### src/rtl/ro_count_bank.sv
// ro_count_bank
// Counts rising edges on a bank of asynchronous ring-oscillator outputs over
// a programmable window of system-clock cycles. At the end of the window it
// snapshots all counts and saturation flags and offers them downstream on a
// valid/ready handshake.

module ro_count_bank #(
    parameter int N_RO  = 16,
    parameter int CNT_W = 32,
    parameter int WIN_W = 32
) (
    input  logic                    clk,
    input  logic                    rst,
    input  logic                    start,
    input  logic                    abort,
    input  logic [WIN_W-1:0]        window_len,
    input  logic [N_RO-1:0]         ro_in,
    output logic                    busy,
    output logic                    cnt_valid,
    input  logic                    cnt_ready,
    output logic [N_RO*CNT_W-1:0]   cnt_flat,
    output logic [N_RO-1:0]         overflow
);

    typedef enum logic [1:0] {
        ST_IDLE  = 2'd0,
        ST_COUNT = 2'd1,
        ST_HOLD  = 2'd2
    } state_t;

    localparam logic [CNT_W-1:0] CNT_MAX = {CNT_W{1'b1}};
    localparam logic [WIN_W-1:0] WIN_ONE = WIN_W'(1);

    state_t state;

    // Synchroniser chain: s1/s2 resolve metastability, s3 holds the previous
    // synchronised value so a rising edge shows up as s2 & ~s3.
    logic [N_RO-1:0] sync_s1;
    logic [N_RO-1:0] sync_s2;
    logic [N_RO-1:0] sync_s3;
    logic [N_RO-1:0] edge_pulse;

    // Live per-channel counters and sticky saturation flags.
    logic [CNT_W-1:0] cnt_q    [N_RO];
    logic [CNT_W-1:0] cnt_next [N_RO];
    logic [N_RO-1:0]  ovf_q;
    logic [N_RO-1:0]  ovf_next;

    // Remaining cycles in the current window.
    logic [WIN_W-1:0] win_cnt;

    // Flattened view of the counters after this cycle's increments, which is
    // what gets captured on HOLD entry.
    logic [N_RO*CNT_W-1:0] snap_flat;

    // Control decodes.
    logic accept_start;
    logic counting;
    logic last_cycle;
    logic transfer;

    // Synchronisers run continuously and are cleared only by reset.
    always_ff @(posedge clk or posedge rst) begin
        if (rst) begin
            sync_s1 <= '0;
            sync_s2 <= '0;
            sync_s3 <= '0;
        end else begin
            sync_s1 <= ro_in;
            sync_s2 <= sync_s1;
            sync_s3 <= sync_s2;
        end
    end

    assign edge_pulse = sync_s2 & ~sync_s3;

    // Control decodes shared by the counter bank and the FSM.
    always_comb begin
        accept_start = 1'b0;
        counting     = 1'b0;
        last_cycle   = 1'b0;
        transfer     = 1'b0;
        case (state)
            ST_IDLE: begin
                accept_start = start && (window_len != '0);
            end
            ST_COUNT: begin
                counting   = !abort;
                last_cycle = !abort && (win_cnt == WIN_ONE);
            end
            ST_HOLD: begin
                transfer = !abort && cnt_ready;
            end
            default: begin
                accept_start = 1'b0;
            end
        endcase
    end

    // Saturating increment for every channel with an edge pulse this cycle.
    always_comb begin
        ovf_next = ovf_q;
        for (int i = 0; i < N_RO; i++) begin
            cnt_next[i] = cnt_q[i];
            if (edge_pulse[i]) begin
                if (cnt_q[i] == CNT_MAX) begin
                    ovf_next[i] = 1'b1;
                end else begin
                    cnt_next[i] = cnt_q[i] + CNT_W'(1);
                end
            end
        end
    end

    // Pack the post-increment counts into the output bus layout.
    always_comb begin
        snap_flat = '0;
        for (int i = 0; i < N_RO; i++) begin
            snap_flat[i*CNT_W +: CNT_W] = cnt_next[i];
        end
    end

    // Counter bank: cleared when a measurement is accepted, advanced while
    // counting, frozen otherwise.
    always_ff @(posedge clk or posedge rst) begin
        if (rst) begin
            for (int i = 0; i < N_RO; i++) begin
                cnt_q[i] <= '0;
            end
            ovf_q <= '0;
        end else if (accept_start) begin
            for (int i = 0; i < N_RO; i++) begin
                cnt_q[i] <= '0;
            end
            ovf_q <= '0;
        end else if (counting) begin
            for (int i = 0; i < N_RO; i++) begin
                cnt_q[i] <= cnt_next[i];
            end
            ovf_q <= ovf_next;
        end
    end

    // Window down-counter: loaded on an accepted start, decremented in COUNT.
    always_ff @(posedge clk or posedge rst) begin
        if (rst) begin
            win_cnt <= '0;
        end else if (accept_start) begin
            win_cnt <= window_len;
        end else if (counting) begin
            win_cnt <= win_cnt - WIN_ONE;
        end
    end

    // Measurement FSM with registered busy/valid and the output snapshot.
    always_ff @(posedge clk or posedge rst) begin
        if (rst) begin
            state     <= ST_IDLE;
            busy      <= 1'b0;
            cnt_valid <= 1'b0;
            cnt_flat  <= '0;
            overflow  <= '0;
        end else begin
            case (state)
                ST_IDLE: begin
                    if (accept_start) begin
                        state <= ST_COUNT;
                        busy  <= 1'b1;
                    end
                end
                ST_COUNT: begin
                    if (abort) begin
                        state <= ST_IDLE;
                        busy  <= 1'b0;
                    end else if (last_cycle) begin
                        state     <= ST_HOLD;
                        cnt_valid <= 1'b1;
                        cnt_flat  <= snap_flat;
                        overflow  <= ovf_next;
                    end
                end
                ST_HOLD: begin
                    if (abort || transfer) begin
                        state     <= ST_IDLE;
                        busy      <= 1'b0;
                        cnt_valid <= 1'b0;
                    end
                end
                default: begin
                    state     <= ST_IDLE;
                    busy      <= 1'b0;
                    cnt_valid <= 1'b0;
                end
            endcase
        end
    end

endmodule

### config.mk
export PLATFORM = sky130hd
export DESIGN_NAME = ro_count_bank
export DESIGN_NICKNAME = d
export VERILOG_FILES = /design/src/rtl/ro_count_bank.sv
export SDC_FILE = /design/constraint.sdc
export NUM_CORES = 2
export LEC_CHECK = 0
export ABC_AREA = 1
export BUFFER_PORTS_ARGS = -buffer_cell sky130_fd_sc_hd__buf_4
export CAP_MARGIN = 20
export CORE_ASPECT_RATIO = 2
export CORE_MARGIN = 2
export CORE_UTILIZATION = 56
export CTS_BUF_LIST = sky130_fd_sc_hd__clkbuf_4 sky130_fd_sc_hd__clkbuf_8
export DETAILED_ROUTE_END_ITERATION = 10
export GPL_TIMING_DRIVEN = 1
export HOLD_SLACK_MARGIN = 0.15
export MAX_ROUTING_LAYER = met4
export PLACE_DENSITY = 0.79
export SKIP_LAST_GASP = 1
export SYNTH_ARGS = -nofsm -noshare
export SYNTH_HDL_FRONTEND = slang
export SYNTH_SLANG_ARGS = --single-unit
### constraint.sdc
create_clock -name clk -period 38 [get_ports clk]
set_input_delay 3.8 -clock clk [delete_from_list [all_inputs] [get_ports clk]]
set_output_delay 3.8 -clock clk [all_outputs]
set_load 0.02 [all_outputs]
==> impl.org <==
** Clocking
- The H-tree was split into 4 levels.
- Buffer levels on the longest clock path :: 3
- Clock buffers created by TritonCTS :: 165
- TritonCTS built the clock tree.
- CTS hold repair buffers :: 0
- Later-pin clock latency in the skew report :: 0.91 ns
- Post-CTS setup buffer count :: 0
- Total of cells resized after clock tree synthesis :: 0
- Clock Root Buffer :: clkbuf_8
- Clock transition at the registers of the reported paths :: 0.07 ns
- The clock drives 1,140 sinks.

** Synthesis
- Synthesis produced a netlist whose cell count is 10.02k.
- Post-Syn Area per Cell :: 6.559 um^2
- After synthesis the netlist holds a flip-flop and latch count of 1,140.
- Synth cell types :: 42
- During synthesis, Yosys emitted a total of 0 warnings.
- Post-synthesis instance area :: 65,750 um^2
- Counting flops with a built-in enable in the synthesized netlist gives 0.
- Portion of the post-synthesis area used by sequential elements :: 43.39%
- Among all flip-flop cells after synthesis, the most frequent one is dfrtp_1.
- Post-synth ARST share :: 100.0%
- The number of nets in the synthesized netlist is 10.10k.

** Power
- Peak supply drop :: 49.30 uV
- Post-route total power :: 2.595 mW
- Cell Pwr Density :: 34.84 nW/um^2
- In this run the static leakage power is 38.51 nW.

** Routing
- The first TritonRoute pass finished after 8 iterations.
- Starting DRC count in detailed routing :: 4,711
- After detailed routing, the total wire length is 217,400 um.
- Number of routed nets with antenna violations :: 0
- Dividing the detail-routed wire length by the instance count gives 17.96 um.
- After detailed routing, the number of remaining DRC violations is 0.
- Vias post-DR :: 65.44k
- In the routed layout, each cell is associated on average with a via count of 5.405.

** Floorplanning
- 583 I/O pins were placed.
- Die Outline Area :: 120,300 um^2
- Y dimension of the die :: 488.6 um
- The core region is 116,500 um^2.
- In this run the core area contains 177 standard-cell rows.
- Chip width :: 246.3 um
- Starting density of the core :: 56.44%

** Global routing
- The number of antenna violations at the first check in global routing came to 3.
- GR Util All Layers :: 37.06%
- Entering global routing, the biggest net connects 198 pins.
- Number of global-route vias before repair :: 62.81k
- The first global-routing pass estimated 341,500 um of wire.
- Gr ovfl total :: 0

** Final layout
- Post-synthesis to final-layout area growth :: 13.26%
- The post-route netlist has 10.53% of its cells at a drive strength greater than 1.
- Post-layout util :: 63.92%
- The final layout contains 10.53k nets.
- For this run, the number of standard cells in the final layout without fillers is 12.11k.
- Counting the fill cells in the layout gives 10.98k.
- Summing all non-filler instances in the final layout gives an area of 74,470 um^2.

** Critical path
- Of all nets on the critical path, the largest fanout is 186.
- CP Data Required Time :: 38.80 ns
- By startpoint and endpoint, the worst setup path is classified as primary input to register.
- Setup crit start kind :: primary input
- Data on the critical path arrives at its endpoint at 8.74 ns.
- Sort of element at the end of the critical path :: register

** STA
- F_max :: 125.9 MHz
- On the final layout, the worst hold slack is 0.3208 ns.
- Hold Violations, Final :: 0
- Final number of max-transition violations :: 0
- Setup repair after global routing left no endpoint under its margin.
- Final Critical Period :: 7.941 ns
- Slew at the pin closest to its max-slew limit :: 1.181 ns
- Measured against its own limit, the worst slew margin works out to 21.26%.
- The final critical path takes up 20.90% of the cycle.
- Final setup violating endpoints :: 0
- In the post-route analysis, the smallest setup slack over all paths is 30.06 ns.
- Final setup TNS :: 0 ns
- Across the routed clock network, the largest skew measured is 0.04957 ns.

** Place
- Worst slack, placed :: 29.13 ns
- Count of input and output buffers :: 582
- Detailed placement ended at an HPWL of 155,600 um.
- DP Cell Count :: 11.81k
- The placed instances occupy a cell area of 70,660 um^2.
- At the end of routability-driven placement, the weighted congestion stood at 0.9822.

** Job
- Count of max-cap constraint violations :: 0

** Outcome
- Outcome :: completed

** Worst hold path
- Hold crit path type :: register to register
## final cells by class
| cell class | instances | area, um^2 | share of cell area [%] |
|---|---|---|---|
| multi-input combinational | 7849 | 32870 | 44.14 |
| timing repair buffer | 633 | 4827 | 6.482 |
| antenna | 2 | 5.005 | 0.006721 |
| clock buffer | 234 | 2983 | 4.006 |
| sequential | 1140 | 28530 | 38.31 |
| inverter | 670 | 2530 | 3.397 |
| tap | 1521 | 1903 | 2.556 |
| clock inverter | 58 | 818.3 | 1.099 |
## power breakdown
group	leakage, nW	internal (mW)	switching, mW
clock network	1.98	0.633	0.516
logic	20.8	0.0376	0.154
registers	15.7	1.23	0.0228
## layer usage
metal / part of all wire [%] / routed length (um) / GRT usage, % / up-vias
met5: 0 / 0 / - / -
met4: 5.0 / 10850 / 17.01 / 0
met3: 6.9 / 14940 / 6.288 / 556
met2: 50 / 108100 / 62.79 / 2289
met1: 38 / 83510 / 42.81 / 30840
li1: - / - / - / 31750
## cells by family after synthesis
kind of cell	after synthesis	share of synthesized area, %
simple gates	7374	45.14
buf+inv	1035	6.701
compound gates	314	2.520
fa+ha+maj	18	0.3426
xor+xnor	143	1.905
flops	1140	43.39
## flip-flops by register name (all words and copies together), names as in the netlist
name and count:
overflow 16, state 2, sync_s3 16, win_cnt 32
cnt_q 512, cnt_valid 1, sync_s2 16, sync_s1 16
ovf_q 16, cnt_flat 512, busy 1
## Yosys cell counts, types with 22 or more instances
cell	instances	area share, %
buf_6	33	0.57
xnor2_1	32	0.43
nor3_1	29	0.22
nand2_1	5404	31
or2_2	47	0.45
o21ai_0	240	1.8
nand3_1	770	5.9
nor2_1	880	5.0
dfrtp_1	1140	43
nand2_2	22	0.21
nand4_1	124	1.2
buf_2	176	1.3
nor2_2	31	0.29
inv_1	647	3.7
xor2_1	111	1.5
o21ai_1	29	0.22
clkbuf_1	131	0.75
## critical path: stages
cell and delay, ns:
buf_4 0.12, nor2_1 0.36, nand2_1 0.25, nor2_1 0.18, nand4_1 0.16, nand3_4 0.34
nand2_4 0.70, inv_8 0.83, buf_12 0.68, buf_4 0.87, nand2_1 0.11, nand2_1 0.12
## final timing paths
kind	from	endpoint	slack, ns	depth (start not counted)
max in group asynchronous	rst	cnt_q[215]	31.71	5
worst max-delay path	window_len[9]	cnt_q[343]	30.06	12
worst min-delay path	sync_s1[15]	sync_s2[15]	0.32	0
worst max register to register	state[1]	cnt_flat[73]	32.94	11
worst min register to register	sync_s1[15]	sync_s2[15]	0.32	0
min in group asynchronous	rst	cnt_flat[489]	3.03	2
## placed cells by master, fill, tap and decap left out, types with 29 or more instances in the layout
master / synthesis / final
clkbuf_4: 0 / 38
buf_4: 11 / 627
nor2_2: 31 / 43
nand2_1: 5404 / 5404
xor2_1: 111 / 111
nor3_1: 29 / 29
dfrtp_1: 1140 / 1140
or2_2: 47 / 47
o21ai_1: 29 / 29
nand3_1: 770 / 770
nand4_1: 124 / 124
clkbuf_8: 0 / 196
xnor2_1: 32 / 32
o21ai_0: 240 / 240
inv_1: 647 / 646
nor2_1: 880 / 866
Note: power is estimated with default switching activity, not from simulation.
